--- src/rtl/spi_sclk_sequencer.sv ---
// rtl/spi_sclk_sequencer.sv - SPI serial clock and chip-select sequencer
//
// Purpose: frames one SPI transaction as SETUP, RUN and HOLD phases of D cycles each.
//   SETUP holds SCLK at CPOL. RUN produces 2N SCLK edges with edge strobes. HOLD holds
//   SCLK at CPOL again. A done pulse marks the first IDLE cycle.
//
// Ports:
//   in_clock        system clock; all logic runs on its rising edge
//   in_reset        asynchronous active-high reset
//   in_start        transaction request; sampled only in IDLE
//   in_divisor      SCLK half-period in in_clock cycles (0 behaves as 1)
//   in_bit_count    SCLK cycles per transaction (0 ignores the request)
//   in_cpol         SCLK idle level
//   in_abort        (only with SPI_SCLK_SEQ_ABORT_EN) drop the current transaction
//   out_sclk        generated serial clock
//   out_cs_n        active-low chip select
//   out_busy        high while a transaction is in progress
//   out_lead_edge   pulse in the cycle SCLK leaves CPOL
//   out_trail_edge  pulse in the cycle SCLK returns to CPOL
//   out_done        pulse in the first IDLE cycle after a completed transaction
//
// Option macro: SPI_SCLK_SEQ_ABORT_EN adds the in_abort port.
module spi_sclk_sequencer #(
  parameter int DIV_WIDTH = 16,
  parameter int CNT_WIDTH = 6
) (
  input  logic                 in_clock,
  input  logic                 in_reset,
  input  logic                 in_start,
  input  logic [DIV_WIDTH-1:0] in_divisor,
  input  logic [CNT_WIDTH-1:0] in_bit_count,
  input  logic                 in_cpol,
`ifdef SPI_SCLK_SEQ_ABORT_EN
  input  logic                 in_abort,
`endif
  output logic                 out_sclk,
  output logic                 out_cs_n,
  output logic                 out_busy,
  output logic                 out_lead_edge,
  output logic                 out_trail_edge,
  output logic                 out_done
);

  typedef enum logic [1:0] {ST_IDLE, ST_SETUP, ST_RUN, ST_HOLD} state_t;

  state_t               r_state, w_state;
  logic [DIV_WIDTH-1:0] r_div, w_div;
  logic [DIV_WIDTH-1:0] r_cnt, w_cnt;
  logic [CNT_WIDTH-1:0] r_n, w_n;
  // One bit wider than the bit count so that 2N never wraps.
  logic [CNT_WIDTH:0]   r_edges, w_edges;
  logic                 r_cpol, w_cpol;
  logic                 r_sclk, w_sclk;
  logic                 r_cs_n, w_cs_n;
  logic                 r_busy, w_busy;
  logic                 r_lead, w_lead;
  logic                 r_trail, w_trail;
  logic                 r_done, w_done;

  logic                 w_phase_end;
  logic [CNT_WIDTH:0]   w_last_edge;
  logic                 w_abort;

  // r_div is never 0 outside IDLE, so this marks the last cycle of a D-cycle phase.
  assign w_phase_end = (r_cnt == (r_div - DIV_WIDTH'(1)));
  assign w_last_edge = {r_n, 1'b0};

`ifdef SPI_SCLK_SEQ_ABORT_EN
  assign w_abort = in_abort;
`else
  assign w_abort = 1'b0;
`endif

  always_ff @(posedge in_clock or posedge in_reset) begin
    if (in_reset) begin
      r_state <= ST_IDLE;
      r_div   <= '0;
      r_cnt   <= '0;
      r_n     <= '0;
      r_edges <= '0;
      r_cpol  <= 1'b0;
      r_sclk  <= 1'b0;
      r_cs_n  <= 1'b1;
      r_busy  <= 1'b0;
      r_lead  <= 1'b0;
      r_trail <= 1'b0;
      r_done  <= 1'b0;
    end else begin
      r_state <= w_state;
      r_div   <= w_div;
      r_cnt   <= w_cnt;
      r_n     <= w_n;
      r_edges <= w_edges;
      r_cpol  <= w_cpol;
      r_sclk  <= w_sclk;
      r_cs_n  <= w_cs_n;
      r_busy  <= w_busy;
      r_lead  <= w_lead;
      r_trail <= w_trail;
      r_done  <= w_done;
    end
  end

  // All outputs are registered. Each strobe is computed with the SCLK value it goes with.
  always_comb begin
    w_state = r_state;
    w_div   = r_div;
    w_cnt   = r_cnt;
    w_n     = r_n;
    w_edges = r_edges;
    w_cpol  = r_cpol;
    w_sclk  = r_sclk;
    w_cs_n  = r_cs_n;
    w_busy  = r_busy;
    w_lead  = 1'b0;
    w_trail = 1'b0;
    w_done  = 1'b0;

    case (r_state)
      ST_IDLE: begin
        w_cnt   = '0;
        w_edges = '0;
        w_sclk  = in_cpol;
        w_cs_n  = 1'b1;
        w_busy  = 1'b0;
        if (in_start && (in_bit_count != '0)) begin
          w_state = ST_SETUP;
          w_div   = (in_divisor == '0) ? DIV_WIDTH'(1) : in_divisor;
          w_n     = in_bit_count;
          w_cpol  = in_cpol;
          w_cs_n  = 1'b0;
          w_busy  = 1'b1;
        end
      end
      ST_SETUP: begin
        if (w_phase_end) begin
          w_cnt   = '0;
          w_state = ST_RUN;
          w_sclk  = ~r_sclk;
          w_lead  = 1'b1;
          w_edges = (CNT_WIDTH+1)'(1);
        end else begin
          w_cnt = r_cnt + DIV_WIDTH'(1);
        end
      end
      ST_RUN: begin
        if (w_phase_end) begin
          w_cnt = '0;
          // The last RUN phase follows the N-th trailing edge; SCLK already sits at CPOL.
          if (r_edges == w_last_edge) begin
            w_state = ST_HOLD;
          end else begin
            w_sclk  = ~r_sclk;
            w_edges = r_edges + (CNT_WIDTH+1)'(1);
            // Odd-numbered edges lead and even-numbered edges trail.
            w_lead  = ~r_edges[0];
            w_trail = r_edges[0];
          end
        end else begin
          w_cnt = r_cnt + DIV_WIDTH'(1);
        end
      end
      ST_HOLD: begin
        if (w_phase_end) begin
          w_cnt   = '0;
          w_state = ST_IDLE;
          w_sclk  = r_cpol;
          w_cs_n  = 1'b1;
          w_busy  = 1'b0;
          w_done  = 1'b1;
        end else begin
          w_cnt = r_cnt + DIV_WIDTH'(1);
        end
      end
      default: begin
        w_state = ST_IDLE;
      end
    endcase

    // An abort leaves silently: no done pulse and no edge strobes.
    if (w_abort && (r_state != ST_IDLE)) begin
      w_state = ST_IDLE;
      w_cnt   = '0;
      w_edges = '0;
      w_sclk  = r_cpol;
      w_cs_n  = 1'b1;
      w_busy  = 1'b0;
      w_lead  = 1'b0;
      w_trail = 1'b0;
      w_done  = 1'b0;
    end
  end

  assign out_sclk       = r_sclk;
  assign out_cs_n       = r_cs_n;
  assign out_busy       = r_busy;
  assign out_lead_edge  = r_lead;
  assign out_trail_edge = r_trail;
  assign out_done       = r_done;

endmodule

--- config.mk ---
export PLATFORM = sky130hd
export DESIGN_NAME = spi_sclk_sequencer
export DESIGN_NICKNAME = d
export VERILOG_FILES = /design/src/rtl/spi_sclk_sequencer.sv
export SDC_FILE = /design/constraint.sdc
export NUM_CORES = 1
export LEC_CHECK = 0
export CORE_MARGIN = 2
export CORE_UTILIZATION = 40
export CTS_BUF_LIST = sky130_fd_sc_hd__clkbuf_2
export CTS_CLUSTER_DIAMETER = 100
export DETAILED_ROUTE_END_ITERATION = 8
export PLACE_DENSITY_LB_ADDON = 0.08
export SYNTH_ARGS = -nofsm -noshare
export SYNTH_HDL_FRONTEND = slang
export SYNTH_SLANG_ARGS = --single-unit
--- constraint.sdc ---
create_clock -name in_clock -period 9.34 [get_ports in_clock]
set_input_delay 0.934 -clock in_clock [delete_from_list [all_inputs] [get_ports in_clock]]
set_output_delay 0.934 -clock in_clock [all_outputs]
set_load 0.01 [all_outputs]
# Yosys cells after proc, flatten, opt, wreduce, memory -nomap -nowiden
# Cells that the tools add are included.
# Widths: inputs -> output; s select.
# classes
n_mux	32
eq_ne	11
addsub	3
reduce_logical	12
bitwise_logic	2
# op_table
operator	n
$mux 16	2
$pmux 16 s2	1
$mux 7	3
$pmux 7 s3	1
$add 16x1->16 const B	1
$eq 16x16->1	1
$logic_not 16->1	1
$sub 16x1->16 const B	1
$mux 1	15
$ne 2x2->1 const B	6
$mux 2	5
$pmux 2 s4	1
$reduce_and 4->1	2
$add 7x1->7 const B	1
$eq 7x7->1	1
$pmux 1 s2	3
$reduce_bool 6->1	1
$reduce_and 5->1	1
$eq 2x2->1 const B	2
$pmux 1 s4	1
$reduce_and 2->1	2
$reduce_bool 3->1	1
$reduce_or 3->1	1
$eq 2x1->1 const B	1
other kinds (4)	5
# totals
ff_bits	54
word_cells	72
output_inout_bits	6
input_bits	26

# Depth between registers and ports, before layout
# logic_depth
word_depth	4
depth_mapped	13
ltp_nobuf	10

# Least setup slack after synthesis
# OpenSTA, ideal clock, no wires.
# synth_path
kind	register -> register
startpoint	reg r_div[0]
endpoint	reg r_edges[3]
stages_incl_launch_ff	11
n_path_buf	1
arrival_time_ns	2.930
period_less_slack_ns	3.054
setup_ns	0.124
required_ns	9.216
path_slack_ns	6.286
path_cell_list	dfrtp_1 inv_1 ha_1 or3b_1 nor4_2 mux2_1 a32o_2 or4b_1 buf_6 o32a_1 a211o_1
# synth_via
elab_chain_len	4
word_cells_on_any_way	5
cone_classes	add/sub: 1; eq/ne: 3; reduce/logical: 1
# synth_rtl
item	line_no	text
start: declaration	47	logic [DIV_WIDTH-1:0] r_div, w_div;
start signal: assignment	90	r_div <= w_div;
$sub 16x1->16 (*)	65	assign w_phase_end = (r_cnt == (r_div - DIV_WIDTH'(1)));
$eq 16x16->1 (*)	65	
$ne 2x2->1 (no line)	-	
$reduce_and 4->1 (no line) (*)	-	
end signal: assignment	93	r_edges <= w_edges;
end: declaration	51	logic [CNT_WIDTH:0] r_edges, w_edges;
# Every way passes the cells marked *; elsewhere a longest branch is shown, timed or not.
# A chain may end at the register's enable or synchronous reset.

# Worst setup path in the final report
# layout_path
startpoint	reg r_div[0]
endpoint	reg r_sclk, in the netlist out_sclk
# layout_via
elab_chain_len	4
word_cells_on_any_way	6
cone_classes	add/sub: 1; eq/ne: 4; reduce/logical: 1
# layout_rtl
item	line_no	text
$sub 16x1->16 (*)	65	
$eq 16x16->1 (*)	65	
$ne 2x2->1 (no line)	-	
$reduce_and 4->1 (no line) (*)	-	
end signal: assignment	95	r_sclk <= w_sclk;
end: declaration	53	logic r_sclk, w_sclk;
# Marks and branches as above.

==> out/metrics.cfg <==
[outcome]
status=finished, final reports clean

[critical_path]
cp_cell_sequence=inv_1, ha_1, or3b_1, nor4_2, mux2_1, a32o_2, or4b_1, nor3_1, o22ai_1, mux2i_1
cp.arrival_ns=3.98
end_kind=flop
cp_max_fo=10
cp_slowest_cell=or4b_1
required_ns=9.73
cp-start-kind=flop
criticalPathCategory=flop to flop
critPathMaxStageDelay_ns=0.68

[synth]
synth_edf_count=0
syn-num-nets=373
avgSynthCellArea_um2=10.0
synth_area_leaders=dfrtp_1 39%, mux2_2 7.7%, xnor2_1 5.4%
ys_seq_area_frac=0.400
netlist_area_um2=3380
ys_types=62
yosysWarnings=0
synth_top_cell_area_share=0.392
postSynth.asyncResetShare=1.00
synthCells=338
synthFlopType=dfrtp_1
synth_top_area_cell=dfrtp_1
yosys_register_bits=54

[sta]
setup_viol=0
finalMaxSlewViolations=0
max_slew_margin=0.278
fin_tns_setup_ns=0
skew_ns=0.0233
rsz0062_at_grt=false
tightest_slew_ns=1.08
fin_hold_ws_ns=0.537
hold_viol_final=0
fmax_ghz=0.278
layout_setup_ws_ns=5.75
layout_min_cycle_time_ns=3.59
fin_crit_sh=0.385

[global_routing]
grt_pass1_wl_um=13000
grt_max_degree=55
track_usage=0.182
use_met2=0.269
grt_util_met1=0.278
grt-ovfl-total=0
grt.busiest_layer=met1
use_met3=0.0258
grt_pass1_vias=2557
antenna_found_initial=0

[cts]
cts_resized=0
holdBufCountCts=0
root_buffer=clkbuf_2
htreeDepth=2
cts_made_buffers=5
clk-insertion-delay-late_ns=0.45
cts.sinks=54
path_clk_slew_ns=0.28
cts_tree=built
postCtsSetupRepairBufs=0
cts_buffer_depth=2

[detailed_routing]
first_pass_iters=4
viasPerCell=5.54
drtIter0Drc=178
route.vias.total=2598
ant_nets=0
wl_per_cell_um=15.7
routed_wirelength_um=7350
drc=0

[pwr]
leakagePower_nw=1.53
power.total_w=0.000981
peakVddDrop_v=0.000107
powerDensity_nw_per_um2=259

[final_layout]
drive_gt1_frac=0.126
area_growth_pct=12.2
insertedDiodeCount=0
fin_nets=398
final_common_cell=dfrtp_1
final_area_um2=3790
final_cell_mix=53 x dfrtp_1, 35 x nor2_1, 31 x clkdlybuf4s50_1, 23 x mux2_2, 21 x xnor2_1

[floorplanning]
pin_count=32
die_w_um=95.9
die_area_um2=9200
die_h_um=95.9
start_util=0.411
core_region_area_um2=8220
rows=33

[placed_design]
hpwlAfterDp_um=5350
place_area_um2=3750
dp_worst_setup_slack_ns=5.48
gp_congestion=0.841
io_buffer_count=31

[worst_hold_path]
hp-class=flop to flop

[run]
drv_cap=0

[synth_stat cells (8+ instances only)]
cell and instances:
dfrtp_1 53, nor2_1 35, mux2_2 23, xnor2_1 21, xor2_1 20, nand2_1 16, inv_1 12, nand3_1 12
nor3_1 11, ha_1 9, nor4_1 9, a21oi_1 8, nand4_1 8
[worst max-delay path: cells and delay by family (launching register included)]
family          cells  cell delay (ns)
compound gates      2             0.32
fa+ha+maj           1             0.24
buf+inv             1             0.10
flops               1             0.49
mux                 2             0.37
simple gates        4             1.99
[flip-flops by register name (all words and copies together), names as in the netlist]
register        count
r_cnt              16
r_edges             7
r_cpol              1
out_sclk            1
r_state             2
out_trail_edge      1
out_busy            1
r_n                 6
out_lead_edge       1
out_cs_n            1
out_done            1
r_div              16
[cell families after synthesis]
| group | share of synthesized area |
|---|---|
| AO/OA/AOI/OAI | 0.104 |
| adder cells (fa/ha/maj) | 0.0333 |
| XOR/XNOR | 0.113 |
| buffers and inverters | 0.0400 |
| AND/OR/NAND/NOR | 0.221 |
| multiplexers | 0.0892 |
| flip-flops | 0.400 |
[metrics by stage]
stage               cells  utilization
detailed placement    461        0.456
floorplan             338            -
finish                469        0.462
global placement      461        0.456
global route          469        0.462
CTS                   469        0.462
[per-layer routing]
layer | routed length, um | up-vias
met5 | 0 | -
met4 | 33 | 0
met3 | 212 | 2
met2 | 3200 | 41
met1 | 3900 | 1289
li1 | - | 1266
[report_power, final]
| part | leakage [nW] | internal, W | switching [W] |
|---|---|---|---|
| clock network | 0.0306 | 0.0000189 | 0.0000777 |
| registers | 0.687 | 0.000307 | 0.000108 |
| logic | 0.812 | 0.000236 | 0.000234 |
| total | 1.53 | 0.000562 | 0.000420 |
[worst paths after layout]
| path | cells after the start | slack, ns | start | endpoint |
|---|---|---|---|---|
| setup / recovery | 10 | 5.75 | r_div[0]$_DFFE_PP0P_ | out_sclk$_DFFE_PP0P_ |
| max in group asynchronous | 3 | 7.93 | in_reset | out_lead_edge$_DFF_PP0_ |
| min in group asynchronous | 3 | 0.94 | in_reset | r_div[7]$_DFFE_PP0P_ |
| setup reg to reg | 10 | 5.75 | r_div[0]$_DFFE_PP0P_ | out_sclk$_DFFE_PP0P_ |
| hold reg to reg | 1 | 0.54 | out_busy$_DFFE_PP0P_ | out_busy$_DFFE_PP0P_ |
| hold / removal | 1 | 0.54 | out_busy$_DFFE_PP0P_ | out_busy$_DFFE_PP0P_ |
[cell type report]
cell class	count	area, um^2
Clock buffer	5	25.0
Inverter	12	45.0
Tap cell	105	131
Multi-Input combinational cell	257	1890
Sequential cell	54	1350
Fill cell	780	4420
Timing Repair Buffer	33	325
Clock inverter	3	21.3
No activity file was read; power rests on OpenSTA's default activity.
